`src/rtl/uart_wb_arbiter.sv`:
```
// Two-master Wishbone classic arbiter in front of the UART register port.
// Optional grant timeout is enabled by defining UART_ARB_TIMEOUT_EN.
module uart_wb_arbiter #(
  parameter int AW             = 32,
  parameter int DW             = 32,
  parameter int TIMEOUT_CYCLES = 255
) (
  input  logic              clk,
  input  logic              rst_n,
  input  logic              m0_cyc_i,
  input  logic              m0_stb_i,
  input  logic              m0_we_i,
  input  logic [AW-1:0]     m0_addr_i,
  input  logic [DW-1:0]     m0_wdata_i,
  input  logic [DW/8-1:0]   m0_sel_i,
  output logic              m0_ack_o,
  output logic              m0_err_o,
  output logic [DW-1:0]     m0_rdata_o,
  input  logic              m1_cyc_i,
  input  logic              m1_stb_i,
  input  logic              m1_we_i,
  input  logic [AW-1:0]     m1_addr_i,
  input  logic [DW-1:0]     m1_wdata_i,
  input  logic [DW/8-1:0]   m1_sel_i,
  output logic              m1_ack_o,
  output logic              m1_err_o,
  output logic [DW-1:0]     m1_rdata_o,
  output logic              s_cyc_o,
  output logic              s_stb_o,
  output logic              s_we_o,
  output logic [AW-1:0]     s_addr_o,
  output logic [DW-1:0]     s_wdata_o,
  output logic [DW/8-1:0]   s_sel_o,
  input  logic              s_ack_i,
  input  logic [DW-1:0]     s_rdata_i,
  output logic [1:0]        grant_o,
  output logic              busy_o
);

  typedef enum logic [1:0] {
    IDLE = 2'd0,
    GNT0 = 2'd1,
    GNT1 = 2'd2
  } state_t;

  state_t state_q, state_d;
  logic   last_grant_q, last_grant_d;
  logic   req0, req1, gsel, reqx, ack_x, timeout_hit;

  assign req0 = m0_cyc_i & m0_stb_i;
  assign req1 = m1_cyc_i & m1_stb_i;
  assign gsel = (state_q == GNT1);
  assign reqx = gsel ? req1 : req0;

`ifdef UART_ARB_TIMEOUT_EN
  localparam logic [7:0] TO_LIMIT = 8'(TIMEOUT_CYCLES);

  logic [7:0] tcnt_q, tcnt_d;

  // IDLE always precedes a grant, so clearing there covers entry to GNTx.
  always_comb begin
    tcnt_d = tcnt_q;
    if (state_q == IDLE) begin
      tcnt_d = '0;
    end else if (!s_ack_i) begin
      tcnt_d = tcnt_q + 8'd1;
    end
  end

  always_ff @(posedge clk or negedge rst_n) begin
    if (!rst_n) begin
      tcnt_q <= '0;
    end else begin
      tcnt_q <= tcnt_d;
    end
  end

  assign timeout_hit = (state_q != IDLE) && reqx && !s_ack_i && (tcnt_q == TO_LIMIT);
`else
  logic unused_timeout;
  assign unused_timeout = ^8'(TIMEOUT_CYCLES);
  assign timeout_hit    = 1'b0;
`endif

  always_ff @(posedge clk or negedge rst_n) begin
    if (!rst_n) begin
      state_q      <= IDLE;
      last_grant_q <= 1'b1;
    end else begin
      state_q      <= state_d;
      last_grant_q <= last_grant_d;
    end
  end

  always_comb begin
    state_d      = state_q;
    last_grant_d = last_grant_q;
    s_cyc_o      = 1'b0;
    s_stb_o      = 1'b0;
    s_we_o       = 1'b0;
    s_addr_o     = '0;
    s_wdata_o    = '0;
    s_sel_o      = '0;
    m0_ack_o     = 1'b0;
    m0_err_o     = 1'b0;
    m0_rdata_o   = '0;
    m1_ack_o     = 1'b0;
    m1_err_o     = 1'b0;
    m1_rdata_o   = '0;
    ack_x        = 1'b0;

    unique case (state_q)
      IDLE: begin
        // On a tie the master that did not own the last grant wins.
        if (req0 && (!req1 || last_grant_q)) begin
          state_d      = GNT0;
          last_grant_d = 1'b0;
        end else if (req1) begin
          state_d      = GNT1;
          last_grant_d = 1'b1;
        end
      end
      GNT0, GNT1: begin
        s_cyc_o   = gsel ? m1_cyc_i   : m0_cyc_i;
        s_stb_o   = gsel ? m1_stb_i   : m0_stb_i;
        s_we_o    = gsel ? m1_we_i    : m0_we_i;
        s_addr_o  = gsel ? m1_addr_i  : m0_addr_i;
        s_wdata_o = gsel ? m1_wdata_i : m0_wdata_i;
        s_sel_o   = gsel ? m1_sel_i   : m0_sel_i;
        if (timeout_hit) begin
          s_cyc_o = 1'b0;
          s_stb_o = 1'b0;
        end
        // An abort in the ack cycle swallows the ack.
        ack_x = s_ack_i & reqx;
        if (gsel) begin
          m1_ack_o   = ack_x;
          m1_err_o   = timeout_hit;
          m1_rdata_o = timeout_hit ? '0 : s_rdata_i;
        end else begin
          m0_ack_o   = ack_x;
          m0_err_o   = timeout_hit;
          m0_rdata_o = timeout_hit ? '0 : s_rdata_i;
        end
        if (!reqx || s_ack_i || timeout_hit) begin
          state_d = IDLE;
        end
      end
      default: state_d = IDLE;
    endcase
  end

  assign grant_o = {state_q == GNT1, state_q == GNT0};
  assign busy_o  = (state_q != IDLE);

endmodule

```
`config.mk`:
```
export PLATFORM = sky130hd
export DESIGN_NAME = uart_wb_arbiter
export DESIGN_NICKNAME = d
export VERILOG_FILES = /design/src/rtl/uart_wb_arbiter.sv
export SDC_FILE = /design/constraint.sdc
export NUM_CORES = 1
export LEC_CHECK = 0
export ABC_AREA = 1
export BUFFER_PORTS_ARGS = -buffer_cell sky130_fd_sc_hd__buf_2
export CAP_MARGIN = 0
export CORE_AREA = 2 2 125 127
export DETAILED_ROUTE_END_ITERATION = 8
export DIE_AREA = 0 0 127 129
export GPL_TIMING_DRIVEN = 0
export PLACE_DENSITY_LB_ADDON = 0.25
export SYNTH_ARGS = -nofsm -noshare
export SYNTH_HDL_FRONTEND = slang
export SYNTH_SLANG_ARGS = --single-unit
export TNS_END_PERCENT = 50
```
`constraint.sdc`:
```
create_clock -name clk -period 1.75 [get_ports clk]
set_input_delay 0.0875 -clock clk [delete_from_list [all_inputs] [get_ports clk]]
set_output_delay 0.0875 -clock clk [all_outputs]
set_load 0.005 [all_outputs]
```
==> results_dict.tcl <==
set metrics [dict create \
    critPathCaptureType "primary output" \
    die_w_um 127 \
    cp_max_fo 10 \
    cp.arrival_ns 1.61 \
    grt_overflow 0 \
    timing.final.crit_share 0.9715 \
    cts_root_buf "clkbuf_16" \
    final_max_slew_viol_count 0 \
    htreeDepth 1 \
    min_period_ns 1.700 \
    die_h_um 129 \
    dp_hpwl_mm 9.262 \
    final-hold-violation-count 0 \
    crit_start "state_q[0]" \
    status "finished, final reports clean" \
    cts.sinks 3 \
    cts.path.max_buffers 2 \
    dr_total_vias 3647 \
    dp.cells 920 \
    fmax_mhz 588.2 \
    cts_buffers 3 \
    fin_nets 931 \
    area_delta_synth_final_pct 130.3 \
    io_buffer_count 316 \
    yosys_warnings 0 \
    vdd_ir_drop_max_mv 0.4497 \
    syn_area_sq_um 1953 \
    detail-route-antenna-nets 0 \
    path_class "register to primary output" \
    fin_cells 938 \
    grt_max_degree 11 \
    initial_core_util 0.1304 \
    synth_edf_count 0 \
    routed_via_density 3.888 \
    dieArea_sq_um 16380 \
    synth_top_area_share 0.3594 \
    synthArstFlopShare 1.000 \
    whs_ns 0.1852 \
    cap_violations 0 \
    routed_wl_mm 11.47 \
    critical_path_required_ns 1.66 \
    synth_top_area_cell "nand2_1" \
    ys_seq_area_frac 0.03908 \
    grt_pass1_wl_mm 16.06 \
    r2r-start "state_q[0]" \
    antenna_cells 0 \
    core_sq_um 14980 \
    r2r_setup_slack_ns 0.27 \
    antenna_found_initial 0 \
    first_global_vias 3200 \
    yosys-top-cells-area "nand2_1, a21oi_1, inv_1" \
    synth_cells 415 \
    ys_ff_latch 3 \
    finalClockSkew_ns 0.001464 \
    grt.total_usage 0.1222 \
    route.detailed.drc 0 \
    synth_common_cells "nand2_1, inv_1, a21oi_1" \
    setup_viol 0 \
    first_iter_violations 154 \
    rsz0062_at_grt "true" \
    cts_tree "built" \
    rows 45 \
    path_clk_slew_ns 0.03 \
    drive_gt1_frac 0.5813 \
    dr.pass1.iters 4 \
    synth_most_common_cell "nand2_1" \
    holdCritPathClass "input port to async pin" \
    gp_congestion 0.7205 \
    r2r_cells 10 \
    yosys_most_used_dff "dfrtp_1" \
    startpoint_type "register" \
    wire_per_inst_um 12.22 \
    synth_cell_type_count 20 \
    syn_area_per_cell_sq_um 4.706 \
    total_power_uw 6858 \
    r2r_end "state_q[1]" \
    clk_latency_ns 0.22 \
    total_leakage_power_uw 0.002984 \
    num_io_pins 319 \
    pwr_density_cell_nw_per_um2 1525 \
]
## state kept, by name, indices dropped and copies added (netlist names)
register / count
last_grant_q: 1
state_q: 2
## per-stage QoR
stage,util,worst slack (ns),area [sq um],TNS (ns)
final,0.3003,0.04984,4498,0
after global routing,0.3003,-0.03656,4498,-0.7136
after CTS,0.2811,-0.03389,4210,-0.2094
after detailed placement,0.2520,-0.1707,3774,-2.457
after global placement,0.2520,-0.1959,3774,-3.634
after floorplan,-,0.4009,1957,0
## report_power, final
group | switching (uW) | internal, uW
combinational | 3260 | 3100
clock | 65.2 | 301
sequential | 18.3 | 110
total | 3350 | 3510
## worst max-delay path, stage by stage (launching register included)
cell and delay (ns):
dfrtp_1 0.38, inv_2 0.09, ha_4 0.25, clkinv_8 0.09
buf_16 0.16, nand2_8 0.10, buf_12 0.15, nor2_2 0.04
buf_2 0.12
## logic make-up (layout without fill, tap and decap cells)
kind of cell               Yosys count  count (layout)  synth area share
AOI/OAI and AO/OA                   73              73            0.1871
adders and majority gates            3               3           0.01922
buffers and inverters              107             441            0.2639
DFF                                  3               3           0.03908
other                                1               2          0.001920
and+or+nand+nor                    228             228            0.4888
## cell usage in the layout (no fill, tap or decap), types with 4 or more instances in the layout
master | Yosys | layout
a21oi_1 | 71 | 52
a21oi_2 | 0 | 17
buf_12 | 0 | 8
buf_2 | 7 | 316
buf_4 | 4 | 9
buf_6 | 12 | 10
buf_8 | 0 | 9
clkbuf_16 | 0 | 7
inv_1 | 72 | 71
nand2_1 | 187 | 174
nand2_2 | 0 | 10
nand3_1 | 4 | 4
nor2_2 | 31 | 31
## final cells by class
cell class / instances / area [sq um]
buffer: 32 / 432.9
clock buffer: 4 / 78.83
fill: 1739 / 10480
inverter: 74 / 297.8
multi-input combinational: 306 / 1533
sequential: 3 / 76.32
tap: 188 / 235.2
timing repair buffer: 331 / 1844
## how the worst max path moves through the flow
stage                     slack, ns  cells past startpoint       endpoint
after floorplan                0.40                      8   s_addr_o[22]
after global placement        -0.20                      6  s_wdata_o[20]
after detailed placement      -0.17                      6  s_wdata_o[20]
after CTS                     -0.03                      9   s_wdata_o[7]
after global routing          -0.04                      8  m0_rdata_o[3]
final                          0.05                      8  m0_rdata_o[3]
## per-layer routing
layer  global-route usage  vias up  wire [um]
li1                     -     1896          -
met3              0.02037        2        913
met2               0.2441      197       6100
met5                    0        -          0
met1               0.1412     1552       4429
met4             0.009050        0         21
## what timing repair did
| item | 4_1_cts | 5_1_grt |
|---|---|---|
| resized for setup | 65 | 61 |
| pin swaps | 1 | 14 |
| endpoints found under the setup margin | 133 | 127 |
| cloned | 4 | 4 |
| hold buffers | 1 | 0 |
| endpoints found under the hold margin | 3 | 0 |
| buffers inserted | 4 | 4 |
Note: power is estimated with default switching activity, not from simulation.
